$ cat config.mk
export PLATFORM = sky130hd
export DESIGN_NAME = game_screen_sequencer
export DESIGN_NICKNAME = d
export VERILOG_FILES = /design/src/rtl/game_pkg.sv /design/src/rtl/btn_debounce.sv /design/src/rtl/game_screen_sequencer.sv
export SDC_FILE = /design/constraint.sdc
export NUM_CORES = 1
export LEC_CHECK = 0
export ABC_AREA = 1
export CORE_ASPECT_RATIO = 0.9
export CORE_MARGIN = 3
export CORE_UTILIZATION = 46
export DETAILED_ROUTE_END_ITERATION = 8
export PLACE_DENSITY = 0.85
export SYNTH_ARGS = -nofsm -noshare
export SYNTH_HDL_FRONTEND = slang
export SYNTH_SLANG_ARGS = --single-unit
$ cat constraint.sdc
create_clock -name clk -period 5.3 [get_ports clk]
set_clock_uncertainty 0.2 [all_clocks]
set_input_delay 1.59 -clock clk [delete_from_list [all_inputs] [get_ports clk]]
set_output_delay 1.59 -clock clk [all_outputs]
set_load 0.005 [all_outputs]
$ cat src/rtl/game_pkg.sv
// Shared screen identifiers, display geometry and RGB565 colours for the
// game-screen sequencer and its renderers.
package game_pkg;

    localparam int WIDTH_DEF  = 96;
    localparam int HEIGHT_DEF = 64;

    typedef enum logic [2:0] {
        SCR_TITLE = 3'd0,
        SCR_S1    = 3'd1,
        SCR_S2    = 3'd2,
        SCR_S3    = 3'd3,
        SCR_OVER  = 3'd4
    } screen_e;

    localparam logic [15:0] BLACK = 16'h0000;
    localparam logic [15:0] WHITE = 16'hFFFF;
    localparam logic [15:0] RED   = 16'hF800;
    localparam logic [15:0] GREEN = 16'h07E0;
    localparam logic [15:0] BLUE  = 16'h001F;

endpackage

$ cat src/rtl/btn_debounce.sv
// Pushbutton conditioner: 2-flop synchroniser, stability counter and a
// one-cycle pulse on each accepted 0->1 transition.
module btn_debounce #(
    parameter int DEBOUNCE_CYCLES = 62500
) (
    input  logic clk,
    input  logic rst_n,
    input  logic btn_i,
    output logic rise_o
);
    localparam int CW = $clog2(DEBOUNCE_CYCLES + 1);

    logic          sync1_q, sync2_q;
    logic          level_q, level_d;
    logic [CW-1:0] cnt_q, cnt_d;
    logic          rise_q, rise_d;

    // Counter only runs while the synchronised input disagrees with the
    // accepted level; any bounce back to agreement restarts it.
    always_comb begin
        cnt_d   = '0;
        level_d = level_q;
        rise_d  = 1'b0;
        if (sync2_q != level_q) begin
            if (cnt_q == CW'(DEBOUNCE_CYCLES - 1)) begin
                level_d = sync2_q;
                rise_d  = sync2_q;
            end else begin
                cnt_d = cnt_q + 1'b1;
            end
        end
    end

    always_ff @(posedge clk or negedge rst_n) begin
        if (!rst_n) begin
            sync1_q <= 1'b0;
            sync2_q <= 1'b0;
            level_q <= 1'b0;
            cnt_q   <= '0;
            rise_q  <= 1'b0;
        end else begin
            sync1_q <= btn_i;
            sync2_q <= sync1_q;
            level_q <= level_d;
            cnt_q   <= cnt_d;
            rise_q  <= rise_d;
        end
    end

    assign rise_o = rise_q;

endmodule

$ cat src/rtl/game_screen_sequencer.sv
// Glue between the OLED driver and the static screen renderers: pixel
// coordinates, colour selection and the frame-synchronous game-flow FSM.
//
// state      | meaning
// SCR_TITLE  | title screen, waits for a button press
// SCR_S1..S3 | game screens, press advances (S3 wraps to S1)
// SCR_OVER   | game-over screen, held for HOLD_FRAMES frames
module game_screen_sequencer
    import game_pkg::*;
#(
    parameter int WIDTH           = WIDTH_DEF,
    parameter int HEIGHT          = HEIGHT_DEF,
    parameter int DEBOUNCE_CYCLES = 62500,
    parameter int HOLD_FRAMES     = 120
) (
    input  logic        clk,
    input  logic        rst_n,
    input  logic [12:0] pixel_index,
    input  logic        frame_begin,
    input  logic        btn_next,
    input  logic        game_over,
    input  logic [15:0] title_data,
    input  logic [15:0] screen1_data,
    input  logic [15:0] screen2_data,
    input  logic [15:0] screen3_data,
    input  logic [15:0] over_data,
    output logic [6:0]  x,
    output logic [5:0]  y,
    output logic [15:0] oled_data,
    output logic [2:0]  screen_id
);
    localparam int HW = $clog2(HOLD_FRAMES + 1);

    screen_e       screen_q, screen_d;
    logic [HW-1:0] hold_q, hold_d;
    logic          pend_q, pend_d;
    logic [6:0]    x_q, x_d;
    logic [5:0]    y_q, y_d;
    logic [15:0]   col_q, col_d;
    logic          rise;
    logic          press;

    btn_debounce #(.DEBOUNCE_CYCLES(DEBOUNCE_CYCLES)) u_btn (
        .clk    (clk),
        .rst_n  (rst_n),
        .btn_i  (btn_next),
        .rise_o (rise)
    );

    always_comb begin
        x_d = '0;
        y_d = '0;
        if (pixel_index < 13'(WIDTH * HEIGHT)) begin
            x_d = 7'(pixel_index % 13'(WIDTH));
            y_d = 6'(pixel_index / 13'(WIDTH));
        end
    end

    always_comb begin
        unique case (screen_q)
            SCR_TITLE: col_d = title_data;
            SCR_S1:    col_d = screen1_data;
            SCR_S2:    col_d = screen2_data;
            SCR_S3:    col_d = screen3_data;
            SCR_OVER:  col_d = over_data;
            default:   col_d = BLACK;
        endcase
    end

    assign press = rise && (screen_q != SCR_OVER);

    // A press landing on the frame_begin cycle survives into the next frame.
    always_comb begin
        screen_d = screen_q;
        hold_d   = hold_q;
        pend_d   = pend_q | press;
        if (frame_begin) begin
            pend_d = press;
            case (screen_q)
                SCR_TITLE: if (pend_q) screen_d = SCR_S1;
                SCR_S1, SCR_S2, SCR_S3: begin
                    if (game_over) begin
                        screen_d = SCR_OVER;
                        hold_d   = '0;
                    end else if (pend_q) begin
                        screen_d = (screen_q == SCR_S3) ? SCR_S1 : screen_e'(screen_q + 3'd1);
                    end
                end
                SCR_OVER: begin
                    if (hold_q == HW'(HOLD_FRAMES - 1)) begin
                        screen_d = SCR_TITLE;
                        hold_d   = '0;
                    end else begin
                        hold_d = hold_q + 1'b1;
                    end
                end
                default: screen_d = SCR_TITLE;
            endcase
        end
    end

    always_ff @(posedge clk or negedge rst_n) begin
        if (!rst_n) begin
            screen_q <= SCR_TITLE;
            hold_q   <= '0;
            pend_q   <= 1'b0;
            x_q      <= '0;
            y_q      <= '0;
            col_q    <= BLACK;
        end else begin
            screen_q <= screen_d;
            hold_q   <= hold_d;
            pend_q   <= pend_d;
            x_q      <= x_d;
            y_q      <= y_d;
            col_q    <= col_d;
        end
    end

    assign x         = x_q;
    assign y         = y_q;
    assign oled_data = col_q;
    assign screen_id = screen_q;

endmodule

-- Word-level counts from Yosys, hierarchy flattened
Cells that the tools add are included.
- register bits: 60
- bits in latches: 0
- memory bits (writable): 0
- bits in read-only memories: 0
- input bits: 98
- output and inout bits: 32
- word-level logic and storage cells: 54
- memories: 0
- add/subtract/negate cells: 3
- multiply operators: 0
- divide/modulo/power cells: 2
- magnitude comparators: 1
- eq/ne operators: 12
- shifts and indexed selects: 0
- mux-type cells: 17
- bitwise operators: 1
- reductions and logical operators: 7
- operators with widths (operator ; count):
    case mux 16 bit (5 select lines) ; 1
    two-way mux 16 bit ; 2
    two-way mux 7 bit ; 3
    adder 16 x 1 -> 16 bit, second input constant ; 1
    == test 16 bit, second input constant ; 1
    two-way mux 3 bit ; 5
    case mux 7 bit (2 select lines) ; 1
    divider 13 x 7 -> 13 bit, second input constant ; 1
    < comparator 13 bit, second input constant ; 1
    remainder unit 13 x 7 -> 13 bit, second input constant ; 1
    case mux 3 bit (3 select lines) ; 1
    adder 7 x 1 -> 7 bit, second input constant ; 1
    == test 7 bit, second input constant ; 1
    == test 3 x 2 -> 1 bit, second input constant ; 2
    two-way mux 6 bit ; 1
    != test 2 bit, second input constant ; 3
    != test 3 bit, second input constant ; 2
    AND reduction 4 bit ; 1
    adder 3 x 1 -> 3 bit, second input constant ; 1
    == test 3 x 1 -> 1 bit, second input constant ; 1
    == test 3 bit, second input constant ; 1
    zero test 3 bit ; 1
    two-way mux 1 bit ; 3
    AND reduction 3 bit ; 1
    other kinds (6) ; 6

-- Depth between registers and ports, before layout
- depth after elaboration: 5
- depth in mapped cells: 19
- mapped depth without buffers: 19

-- By module
Synthesis repeated with hierarchy kept, for this count alone.
- cell total of the unflattened synthesis: 416
- area total of the unflattened synthesis: 3240.6 um^2
- by module, submodules not included (module ; times used ; cells an instance ; area each (um^2) ; sequential area each (um^2)):
    game_screen_sequencer ; 1 ; 286 ; 2223.4 ; 1001.0
    btn_debounce ; 1 ; 130 ; 1017.2 ; 500.5

-- Least setup slack after synthesis
No wires, ideal clock.
- kind: input -> register
- start: input pixel_index[12]
- end: register x_q[5], in the netlist x[5]
- library setup time: 0.113 ns
- arrival: 2.710 ns
- data required time: 4.987 ns
- path slack: 2.277 ns
- stages: 18
- buffers on the path: 0
- cell sequence: inv_1 nand3_1 nand2_2 nand2_2 nand2_1 o21ai_2 nand2_2 inv_2 nand2_1 nand2_2 inv_1 nand2_1 nand3_1 nand2_2 o21ai_0 inv_1 nand2_1 inv_1
- longest elaborated chain between the ends: 2
- elaborated cells on any way between the ends: 3
- those cells by class: div (1); order compare (1); mux (1)
- ends and longest elaborated chain (item ; line ; source):
    start, declared ; game_screen_sequencer.sv:18 ; input logic [12:0] pixel_index,
    remainder unit 13 x 7 -> 13 bit or < comparator 13 bit (tied branches) ; game_screen_sequencer.sv:54, game_screen_sequencer.sv:53 ;
    two-way mux 7 bit (*) ; game_screen_sequencer.sv:53 ; if (pixel_index < 13'(WIDTH * HEIGHT)) begin
    via x_d[5] ; game_screen_sequencer.sv:37 ; logic [6:0] x_q, x_d;
    end signal, assigned ; game_screen_sequencer.sv:107 ; x_q <= '0;
    end signal, assigned ; game_screen_sequencer.sv:114 ; x_q <= x_d;
    end, declared ; game_screen_sequencer.sv:37 ;
Mark *: on every way through the listed nets, which the timed path passes. The rest lies on a longest branch.
A chain may end at the register's enable or synchronous reset.

-- Worst setup path after layout
- start: input pixel_index[11]
- end: register x_q[6], in the netlist x[6]
Same word-level chain as after synthesis.

==> results.sh <==
export IMPL_outcome="finished clean"
export IMPL_seqCellArea_um2=1501
export IMPL_grt_start_max_net_pins=33
export IMPL_antenna_found_initial=0
export IMPL_synthCells=388
export IMPL_rsz0062_at_grt="no"
export IMPL_drc=0
export IMPL_diodes=0
export IMPL_wl_per_cell_um=13.92
export IMPL_cts_resized=0
export IMPL_path_max_fanout=4
export IMPL_initial_core_util_pct=49.39
export IMPL_timing_hold_ws_ps=156.7
export IMPL_row_count=27
export IMPL_min_path_type="reg2reg"
export IMPL_cts_hold_buffers_added=0
export IMPL_io_buffer_count=129
export IMPL_chipHeight_um=84.34
export IMPL_place_area_um2=4517
export IMPL_worst_pin_slew_ps=729.1
export IMPL_switching_share_pct=33.15
export IMPL_crit_type="in2reg"
export IMPL_post_route_cells_drive_above_1_share_pct=10.42
export IMPL_h_tree_depth=3
export IMPL_overflow=0
export IMPL_required_ps=5380
export IMPL_syn_to_final_growth_pct=50.46
export IMPL_cts_clk_slew_worst_paths_ps=70
export IMPL_core_area_um2=6351
export IMPL_clk_path_buf_depth=2
export IMPL_hold_viol_final=0
export IMPL_design_area_um2=4720
export IMPL_layout_nets=627
export IMPL_drt_total_wl_mm=8.558
export IMPL_yosys_area_share_simple_pct=30.32
export IMPL_ys_ff_latch=60
export IMPL_ys_warn_count=0
export IMPL_gr_usage_all_layers_pct=23.13
export IMPL_final_period_utilization_pct=63.84
export IMPL_synthAdderAreaFrac_pct=2.393
export IMPL_synth_compound_area_share_pct=10.85
export IMPL_multi_input_area_um2=1410
export IMPL_die_w_um=93.05
export IMPL_yosys_cell_types_count=34
export IMPL_min_period_ps=3383
export IMPL_synth_edf_count=0
export IMPL_grt_pass1_vias=3212
export IMPL_seq_area_frac_synth_pct=47.87
export IMPL_cts_root_buf="clkbuf_8"
export IMPL_viasPerCell=5.060
export IMPL_max_freq_mhz=295.6
export IMPL_fin_setup_tns_ps=0
export IMPL_critPathLaunchType="input pin"
export IMPL_synth_xor_area_share_pct=1.396
export IMPL_io_pins=130
export IMPL_powerDensity_nw_per_um2=343.2
export IMPL_drtIter0Drc=108
export IMPL_p_int_uw=1083
export IMPL_numCtsBuffers=9
export IMPL_cap_viol_max_count=0
export IMPL_p_leak_uw=0.002156
export IMPL_synth_area_um2=3137
export IMPL_seq_power_share_pct=36.0
export IMPL_clock_sinks=60
export IMPL_synthMuxAreaShare_pct=0
export IMPL_postCtsSetupBuffers=0
export IMPL_slew_viol_final=0
export IMPL_synth_top_family_by_area="simple AND/OR/NAND/NOR gates"
export IMPL_firstDrtPassIters=4
export IMPL_cp_arrival_ps=3460
export IMPL_ys_flop_type="dfrtp_1"
export IMPL_p_switching_uw=536.9
export IMPL_synth_area_per_cell_um2=8.084
export IMPL_pwr_share_comb_pct=38.3
export IMPL_hpwl_mm=6.690
export IMPL_nFillCells=481
export IMPL_setup_viol_count_final=0
export IMPL_slew_headroom_pct=51.34
export IMPL_num_vias=3112
export IMPL_gp_congestion=0.8461
export IMPL_pwr_share_clk_pct=25.7
export IMPL_cts_tree="done"
export IMPL_die_area_um2=7847
export IMPL_synthArstFlopShare_pct=100.0
export IMPL_ir_drop_v=0.0001527
export IMPL_ant_nets=0
export IMPL_grt_pass1_wl_mm=14.40
export IMPL_insertion_delay_ps=350
export IMPL_synth_fp_nets=492
export IMPL_cp_end_kind="flip-flop"
[worst max-delay path, cell delays in order]
cell	delay (ps)
clkdlybuf4s50_1	530
inv_1	70
nand2_1	100
nand2_2	70
nand2_2	70
nand3_2	100
nand2_2	120
inv_2	40
nand2_1	90
nand2_2	80
o21bai_2	150
nand2_1	70
nand2_1	60
nand2_1	80
nand3_1	90
nand2_1	70
nor2_2	90
[state kept, by name (all words and copies together), names as in the netlist]
signal	flops
u_btn.rise_o	1
screen_id	3
u_btn.level_q	1
oled_data	16
x	7
u_btn.sync2_q	1
pend_q	1
u_btn.cnt_q	16
u_btn.sync1_q	1
y	6
hold_q	7
[power by group through the flow]
stage / logic, uW / clock network [uW] / registers, uW
after floorplan: 284 / 0 / 597
after global placement: 612 / 0 / 587
after detailed placement: 622 / 0 / 590
after CTS: 625 / 427 / 584
after global routing: 682 / 452 / 595
final: 620 / 416 / 584
[per-layer routing]
| layer | GRT usage [%] | share of wire, % | vias up |
|---|---|---|---|
| li1 | - | - | 1529 |
| met1 | 26.72 | 40 | 1455 |
| met2 | 39.63 | 51 | 103 |
| met3 | 7.616 | 6.4 | 25 |
| met4 | 9.055 | 3.1 | 0 |
| met5 | 0 | 0 | - |
[layout make-up]
class | instances | area share (%)
sequential | 60 | 31.81
multi-input combinational | 268 | 29.88
timing repair buffer | 130 | 27.41
inverter | 54 | 4.295
clock buffer | 11 | 2.996
tap | 87 | 2.306
clock inverter | 5 | 1.299
[metrics by stage]
step | util (%) | cells | power, uW | setup slack, ps
floorplan | - | 388 | 880.9 | 2277
global placement | 71.12 | 599 | 1199 | 1670
detailed placement | 71.12 | 599 | 1213 | 1577
CTS | 74.31 | 615 | 1637 | 1939
global route | 74.31 | 615 | 1729 | 1627
finish | 74.31 | 615 | 1620 | 1917
[cells in the mapped netlist, types with 2 or more instances]
library cell	number	area share (%)
inv_2	9	1.1
nor2_2	4	0.80
clkbuf_1	6	0.72
a21oi_1	12	1.9
nor3_1	4	0.64
ha_1	6	2.4
a31oi_1	2	0.40
o21ai_0	10	1.6
o21ai_2	2	0.56
nor4_1	2	0.40
xor2_1	4	1.1
clkinv_1	3	0.36
nor2_1	31	3.7
nand2_2	12	2.4
inv_1	42	5.0
a221oi_1	16	4.5
nor3_2	3	0.96
nand4_1	5	1.0
nand2_1	118	14
nand3_1	15	2.4
nor3b_1	7	1.7
nand3_2	3	0.96
o22ai_1	2	0.40
dfrtp_1	60	48
[cells by family (layout without fill, tap and decap cells)]
family          Yosys count  after routing
compound gates           49             49
buf+inv                  60            200
flops                    60             60
xor+xnor                  5              5
fa+ha+maj                 6              6
simple gates            208            208
[cell usage in the layout (no fill, tap or decap), types with 2 or more instances in the layout]
| cell type | count |
|---|---|
| a21oi_1 | 12 |
| a221oi_1 | 16 |
| a31oi_1 | 2 |
| clkbuf_8 | 10 |
| clkdlybuf4s50_1 | 128 |
| clkinv_1 | 3 |
| clkinvlp_4 | 3 |
| dfrtp_1 | 60 |
| ha_1 | 6 |
| inv_1 | 42 |
| inv_2 | 9 |
| nand2_1 | 118 |
| nand2_2 | 12 |
| nand3_1 | 15 |
| nand3_2 | 3 |
| nand4_1 | 5 |
| nor2_1 | 31 |
| nor2_2 | 4 |
| nor3_1 | 4 |
| nor3_2 | 3 |
| nor3b_1 | 7 |
| nor4_1 | 2 |
| o21ai_0 | 10 |
| o21ai_2 | 2 |
| o22ai_1 | 2 |
| xor2_1 | 4 |
[final timing paths]
kind,cells after the start,startpoint,to,slack [ps]
max,17,pixel_index[11],x[6],1920
min,0,u_btn.sync1_q,u_btn.sync2_q,160
max reg2reg,11,screen_id[0],hold_q[6],2800
min reg2reg,0,u_btn.sync1_q,u_btn.sync2_q,160
max in group asynchronous,2,rst_n,u_btn.cnt_q[14],2960
min in group asynchronous,1,rst_n,oled_data[6],1080
No activity file was read; power rests on OpenSTA's default activity.
